**src/rtl/result_monitor.sv**
```systemverilog
// End-of-test monitor on the core data-memory bus: decides pass/fail/timeout from the
// store that hits the result address and keeps sticky status plus store statistics.
module result_monitor #(
    parameter logic [31:0] RESULT_ADR     = 32'd252,
    parameter logic [31:0] PASS_VALUE     = 32'h0000_1000,
    parameter bit          STRICT         = 1'b1,
    parameter int unsigned TIMEOUT_CYCLES = 10000,
    parameter int unsigned CNT_W          = 16
) (
    input  logic             clk,
    input  logic             reset,
    input  logic             MemWrite,
    input  logic [31:0]      DataAdr,
    input  logic [31:0]      WriteData,
    output logic             done,
    output logic             pass,
    output logic             fail,
    output logic             timeout,
    output logic [CNT_W-1:0] store_count,
    output logic [31:0]      last_adr,
    output logic [31:0]      last_data,
    output logic [31:0]      cycles
);

    localparam logic [31:0] TmoLast = 32'(TIMEOUT_CYCLES - 1);

    typedef enum logic [1:0] {StRun, StPass, StFail, StTimeout} state_e;

    state_e           r_state;
    logic             r_done;
    logic             r_pass;
    logic             r_fail;
    logic             r_timeout;
    logic [CNT_W-1:0] r_store_count;
    logic [31:0]      r_last_adr;
    logic [31:0]      r_last_data;
    logic [31:0]      r_cycles;

    logic w_adr_hit;
    logic w_decisive;
    logic w_data_ok;
    logic w_cnt_max;
    logic w_tmo_hit;

    assign w_adr_hit  = (DataAdr == RESULT_ADR);
    assign w_data_ok  = (WriteData == PASS_VALUE);
    assign w_decisive = MemWrite && (STRICT || w_adr_hit);
    assign w_cnt_max  = (r_store_count == {CNT_W{1'b1}});
    assign w_tmo_hit  = (r_cycles == TmoLast);

    // Flags are registered alongside the state so outputs never see the bus combinationally.
    always_ff @(posedge clk) begin
        if (reset) begin
            r_state       <= StRun;
            r_done        <= 1'b0;
            r_pass        <= 1'b0;
            r_fail        <= 1'b0;
            r_timeout     <= 1'b0;
            r_store_count <= '0;
            r_last_adr    <= '0;
            r_last_data   <= '0;
            r_cycles      <= '0;
        end else if (r_state == StRun) begin
            r_cycles <= r_cycles + 32'd1;
            if (MemWrite) begin
                if (!w_cnt_max) begin
                    r_store_count <= r_store_count + CNT_W'(1);
                end
                r_last_adr  <= DataAdr;
                r_last_data <= WriteData;
            end
            // A decisive store in the final cycle takes priority over the timeout.
            if (w_decisive) begin
                r_done <= 1'b1;
                if (w_adr_hit && w_data_ok) begin
                    r_state <= StPass;
                    r_pass  <= 1'b1;
                end else begin
                    r_state <= StFail;
                    r_fail  <= 1'b1;
                end
            end else if (w_tmo_hit) begin
                r_state   <= StTimeout;
                r_done    <= 1'b1;
                r_timeout <= 1'b1;
            end
        end
    end

    assign done        = r_done;
    assign pass        = r_pass;
    assign fail        = r_fail;
    assign timeout     = r_timeout;
    assign store_count = r_store_count;
    assign last_adr    = r_last_adr;
    assign last_data   = r_last_data;
    assign cycles      = r_cycles;

endmodule

```
**config.mk**
```make
export PLATFORM = sky130hd
export DESIGN_NAME = result_monitor
export DESIGN_NICKNAME = d
export VERILOG_FILES = /design/src/rtl/result_monitor.sv
export SDC_FILE = /design/constraint.sdc
export NUM_CORES = 1
export LEC_CHECK = 0
export CAP_MARGIN = 20
export CORE_ASPECT_RATIO = 0.9
export CORE_MARGIN = 8
export CORE_UTILIZATION = 40
export CTS_CLUSTER_DIAMETER = 40
export CTS_CLUSTER_SIZE = 25
export DETAILED_ROUTE_END_ITERATION = 10
export GPL_TIMING_DRIVEN = 0
export PLACE_DENSITY = 0.73
export SETUP_SLACK_MARGIN = 0.02
export SLEW_MARGIN = 20
export SYNTH_ARGS = -nofsm -noshare
export SYNTH_HDL_FRONTEND = slang
export SYNTH_SLANG_ARGS = --single-unit
```
**constraint.sdc**
```tcl
create_clock -name clk -period 5.76 [get_ports clk]
set_clock_uncertainty 0.2 [all_clocks]
set_input_delay 1.152 -clock clk [delete_from_list [all_inputs] [get_ports clk]]
set_output_delay 1.152 -clock clk [all_outputs]
set_load 0.02 [all_outputs]
```
* Yosys cells after proc, flatten, opt, wreduce, memory -nomap -nowiden
Cells that the tools add are included.
** Storage, ports and cells
- Bits in registers :: 118
- Bits of input ports :: 67
- Output and inout bits :: 116
** Cells by class
- $add $sub $neg :: 2
- Eq/ne operators :: 4
- Muxes and demuxes :: 5
- Bitwise logic cells :: 3
- Reductions and logical operators :: 9
** Operators by type and width (number)
- 32-bit by 1-bit adder with 32-bit output (second input constant) :: 1
- 32-bit by 13-bit == test with 1-bit output (second input constant) :: 1
- 32-bit by 14-bit == test with 1-bit output (second input constant) :: 1
- 32-bit by 8-bit == test with 1-bit output (second input constant) :: 1
- 16-bit by 1-bit adder with 16-bit output (second input constant) :: 1
- 16-bit == test (second input constant) :: 1
- 3-bit AND reduction :: 4
- 2-bit two-way mux :: 3
- 2-bit AND reduction :: 2
- 1-bit NOT :: 3
- 2-bit logical NOT :: 1
- 1-bit two-way mux :: 2
- 2-bit nonzero test :: 1
- 1-bit logical AND :: 1

* Logic depth before layout (Yosys ltp)
- Word-level depth :: 4
- Gate-level depth with buffers :: 7
- Mapped depth without buffers :: 6

* Least setup slack after synthesis
No wires, ideal clock.
- Kind :: input-to-reg
- Start point :: input MemWrite
- End point :: register r_store_count[15] (netlist: store_count[15])
- Arrival time :: 2260 ps
- Path slack :: 3172 ps
- Stages on the path :: 6
- Path buffers :: 1
- Cells stage by stage :: or3b_1 -> buf_2 -> nor4_4 -> nand4b_1 -> xor2_1 -> nor2_1
** Between the ends
- Cells in the longest elaborated chain, start to end :: 1
** Ends and longest elaborated chain
- start, declared :: line 12 : input logic MemWrite,
- 3-bit AND reduction (no source line)
- end signal, assigned :: line 67 : r_store_count <= r_store_count + CNT_W'(1);
- end, declared :: line 34 : logic [CNT_W-1:0] r_store_count;
Every way passes these cells.
A chain may end at the register's enable or synchronous reset.

* Final worst setup path
- Start point :: input WriteData[30]
- End point :: register r_state[1]
** Between the ends
- Cells in the longest elaborated chain, start to end :: 4
** Ends and longest elaborated chain
- start, declared :: line 14 : input logic [31:0] WriteData,
- 32-bit by 13-bit == test with 1-bit output :: line 46 : assign w_data_ok = (WriteData == PASS_VALUE);
- 1-bit logical AND :: line 75 : if (w_adr_hit && w_data_ok) begin
- 2-bit two-way mux :: line 75
- 2-bit two-way mux :: line 73 : if (w_decisive) begin
- end signal, assigned :: line 54 : r_state <= StRun;
- end signal, assigned :: line 76 : r_state <= StPass;
- end signal, assigned :: line 79 : r_state <= StFail;
- end, declared :: line 29 : state_e r_state;
Every way passes these cells.

==> flow_metrics.env <==
export IMPL_outcome="completed"
export IMPL_post_cts_buffers=0
export IMPL_rows=38
export IMPL_vias=4917
export IMPL_core_area_sq_mm=0.0120
export IMPL_syn_to_final_growth_pct=53.7
export IMPL_multi_input_area_sq_mm=0.00239
export IMPL_irDropWorstVdd_mv=0.208
export IMPL_die_area_sq_mm=0.0162
export IMPL_crit_required_ns=5.85
export IMPL_gp_congestion=0.828
export IMPL_period_minus_slack_ns=3.11
export IMPL_wl_per_cell_um=16.6
export IMPL_stdcell_area_sq_mm=0.00759
export IMPL_ios=183
export IMPL_die_x_um=133
export IMPL_wirelength_um=15900
export IMPL_grt_first_pass_wirelength_um=25000
export IMPL_diodes=0
export IMPL_clockBufferDepth=2
export IMPL_setup_tns_final_ns=0
export IMPL_syn_area_sq_mm=0.00494
export IMPL_setup_violations=0
export IMPL_drtIter0Drc=293
export IMPL_via_per_inst=5.12
export IMPL_grt_use_total_pct=19.2
export IMPL_crit_path_end_kind="flip-flop"
export IMPL_syn_avg_cell_area_sq_um=8.41
export IMPL_rsz0062_at_grt="false"
export IMPL_synth_nets=656
export IMPL_drv_slew=0
export IMPL_dp_hpwl_um=12200
export IMPL_cts_resized_gates=0
export IMPL_fillers=1002
export IMPL_hp_class="flip-flop to flip-flop"
export IMPL_startpoint_type="primary input"
export IMPL_critPathMaxFanout=3
export IMPL_cts_buffers=17
export IMPL_dp_cells=928
export IMPL_final_layout_size_suffix_gt1_share_pct=7.63
export IMPL_finalCritPeriodShare_pct=54.0
export IMPL_die_y_um=121
export IMPL_fmax_mhz=322
export IMPL_fin_util_pct=63.1
export IMPL_port_buffers=181
export IMPL_finalPower_uw=2260
export IMPL_hold_viol=0
export IMPL_p_per_area_mw_per_mm2=298
export IMPL_grt_pass1_vias=4807
export IMPL_met2_length_um=7820
export IMPL_route_layer_met1_wl_um=6760
export IMPL_slew_headroom_pct=48.4
export IMPL_h_tree_depth=4
export IMPL_maxCapViolations=0
export IMPL_synth_seq_area_share_pct=47.9
export IMPL_cts_root_buf="clkbuf_16"
export IMPL_netlist_cell_type_count=43
export IMPL_highest_layer="met4"
export IMPL_syn_inst=587
export IMPL_grt_max_degree=17
export IMPL_final_instance_count_excl_fill=960
export IMPL_grt_antenna_before_repair=0
export IMPL_ant_nets=0
export IMPL_regArea_sq_mm=0.00236
export IMPL_ys_warn_count=0
export IMPL_start_util_pct=41.0
export IMPL_dpl_cell_area_sq_mm=0.00695
export IMPL_nets=856
export IMPL_wl_met3_um=1240
export IMPL_worstSkewPairLatency_ns=0.41
export IMPL_critPathKind="primary input to flip-flop"
export IMPL_cts_tree="yes"
export IMPL_synth_seq_cells=118
export IMPL_clk_pin_slew_worst_paths_ns=0.05
export IMPL_arrival_ns=3.20
export IMPL_drc=0
export IMPL_dr_pass1_iters=5
export IMPL_postCtsHoldBufs=0
export IMPL_worst_slew_pin_slew_ns=0.766
export IMPL_gr_total_overflow=0
export IMPL_clkSinkCount=118
export IMPL_p_leak_uw=0.00262
==> flip-flops by register name, indices dropped and copies added, names as in the netlist <==
name,cells
cycles,32
done,1
fail,1
last_adr,32
last_data,32
pass,1
r_state,2
store_count,16
timeout,1
==> Yosys cell counts, drive strengths merged <==
| cell | count | area share [%] |
|---|---|---|
| nand2 | 143 | 11 |
| dfxtp | 118 | 48 |
| a21oi | 73 | 7.4 |
| nor2 | 48 | 3.7 |
| nor4 | 33 | 6.0 |
| xnor2 | 26 | 4.6 |
| clkbuf | 22 | 1.7 |
| nand3 | 16 | 1.8 |
| nand4 | 14 | 2.3 |
| xor2 | 14 | 2.5 |
| buf | 12 | 1.4 |
| nor3 | 9 | 0.91 |
| inv | 7 | 0.53 |
| o21ai | 7 | 0.71 |
| or3 | 7 | 0.99 |
| and3 | 5 | 0.66 |
| and4 | 5 | 0.89 |
| nor4b | 5 | 0.89 |
| and2 | 4 | 0.51 |
| o211ai | 3 | 0.46 |
| and4bb | 2 | 0.58 |
| ha | 2 | 0.51 |
| o21a | 2 | 0.30 |
| o31a | 2 | 0.35 |
| a2111oi | 1 | 0.30 |
| and4b | 1 | 0.20 |
| mux2i | 1 | 0.20 |
| nand4b | 1 | 0.18 |
| nand4bb | 1 | 0.23 |
| nor2b | 1 | 0.13 |
| or2 | 1 | 0.13 |
| or3b | 1 | 0.18 |
==> metal layers <==
layer | up-vias | GRT usage (%)
met5 | - | 0
met4 | 0 | 5.33
met3 | 15 | 7.24
met2 | 156 | 32.9
met1 | 2320 | 22.0
li1 | 2426 | -
==> final timing paths <==
kind / startpoint / end / slack (ns) / cells after the start
min reg2reg: last_adr[28]$_SDFFE_PP0P_ / last_adr[28]$_SDFFE_PP0P_ / 0.26 / 2
max: WriteData[30] / r_state[1]$_SDFFE_PP0P_ / 2.65 / 6
max reg2reg: store_count[2]$_SDFFE_PP0P_ / store_count[0]$_SDFFE_PP0P_ / 3.49 / 5
min: last_adr[28]$_SDFFE_PP0P_ / last_adr[28]$_SDFFE_PP0P_ / 0.26 / 2
==> cells in the final DEF, fill, tap and decap left out, types with 6 or more instances in the layout <==
cell type,instances
a21oi_1,73
buf_1,6
clkbuf_1,22
clkbuf_16,17
clkdlybuf4s50_1,181
dfxtp_1,118
inv_1,7
nand2_1,143
nand3_1,14
nand4_1,11
nor2_1,48
nor3_1,9
nor4_1,20
nor4_2,12
o21ai_0,7
or3_1,6
xnor2_1,26
xor2_1,14
==> stage by stage <==
stage                     setup slack (ns)  hold slack (ns)
after floorplan                       3.17            0.326
after global placement                2.26            0.242
after detailed placement              2.24            0.247
after CTS                             2.65            0.255
after global routing                  2.50            0.274
final                                 2.65            0.256
==> where the power goes <==
group          switching (uW)  internal (uW)  total (uW)
combinational             135            122         258
clock                     392            739        1130
sequential               21.1            850         871
==> logic make-up (layout without fill, tap and decap cells) <==
group,Yosys count,count (layout),synth area share (%)
compound gates,88,88,9.53
simple gates,297,297,31.2
xor+xnor,40,40,7.10
flops,118,118,47.9
mux,1,1,0.203
fa+ha+maj,2,2,0.507
buf+inv,41,254,3.65
==> final cells by class <==
class | instances | area share [%]
inverters | 7 | 0.346
well taps | 160 | 2.64
clock buffers | 18 | 5.79
clock inverters | 14 | 2.62
multi-input cells | 428 | 31.6
repair buffers | 181 | 23.9
plain buffers | 34 | 2.03
flip-flops and latches | 118 | 31.1
==> critical path, cell delays in order <==
cell and delay (ns):
clkdlybuf4s50_1 0.43, nor4_1 0.48, nand4_1 0.20, nor4_1 0.56, nor2_1 0.13, o31a_1 0.25
(Power assumes the default switching activity.)
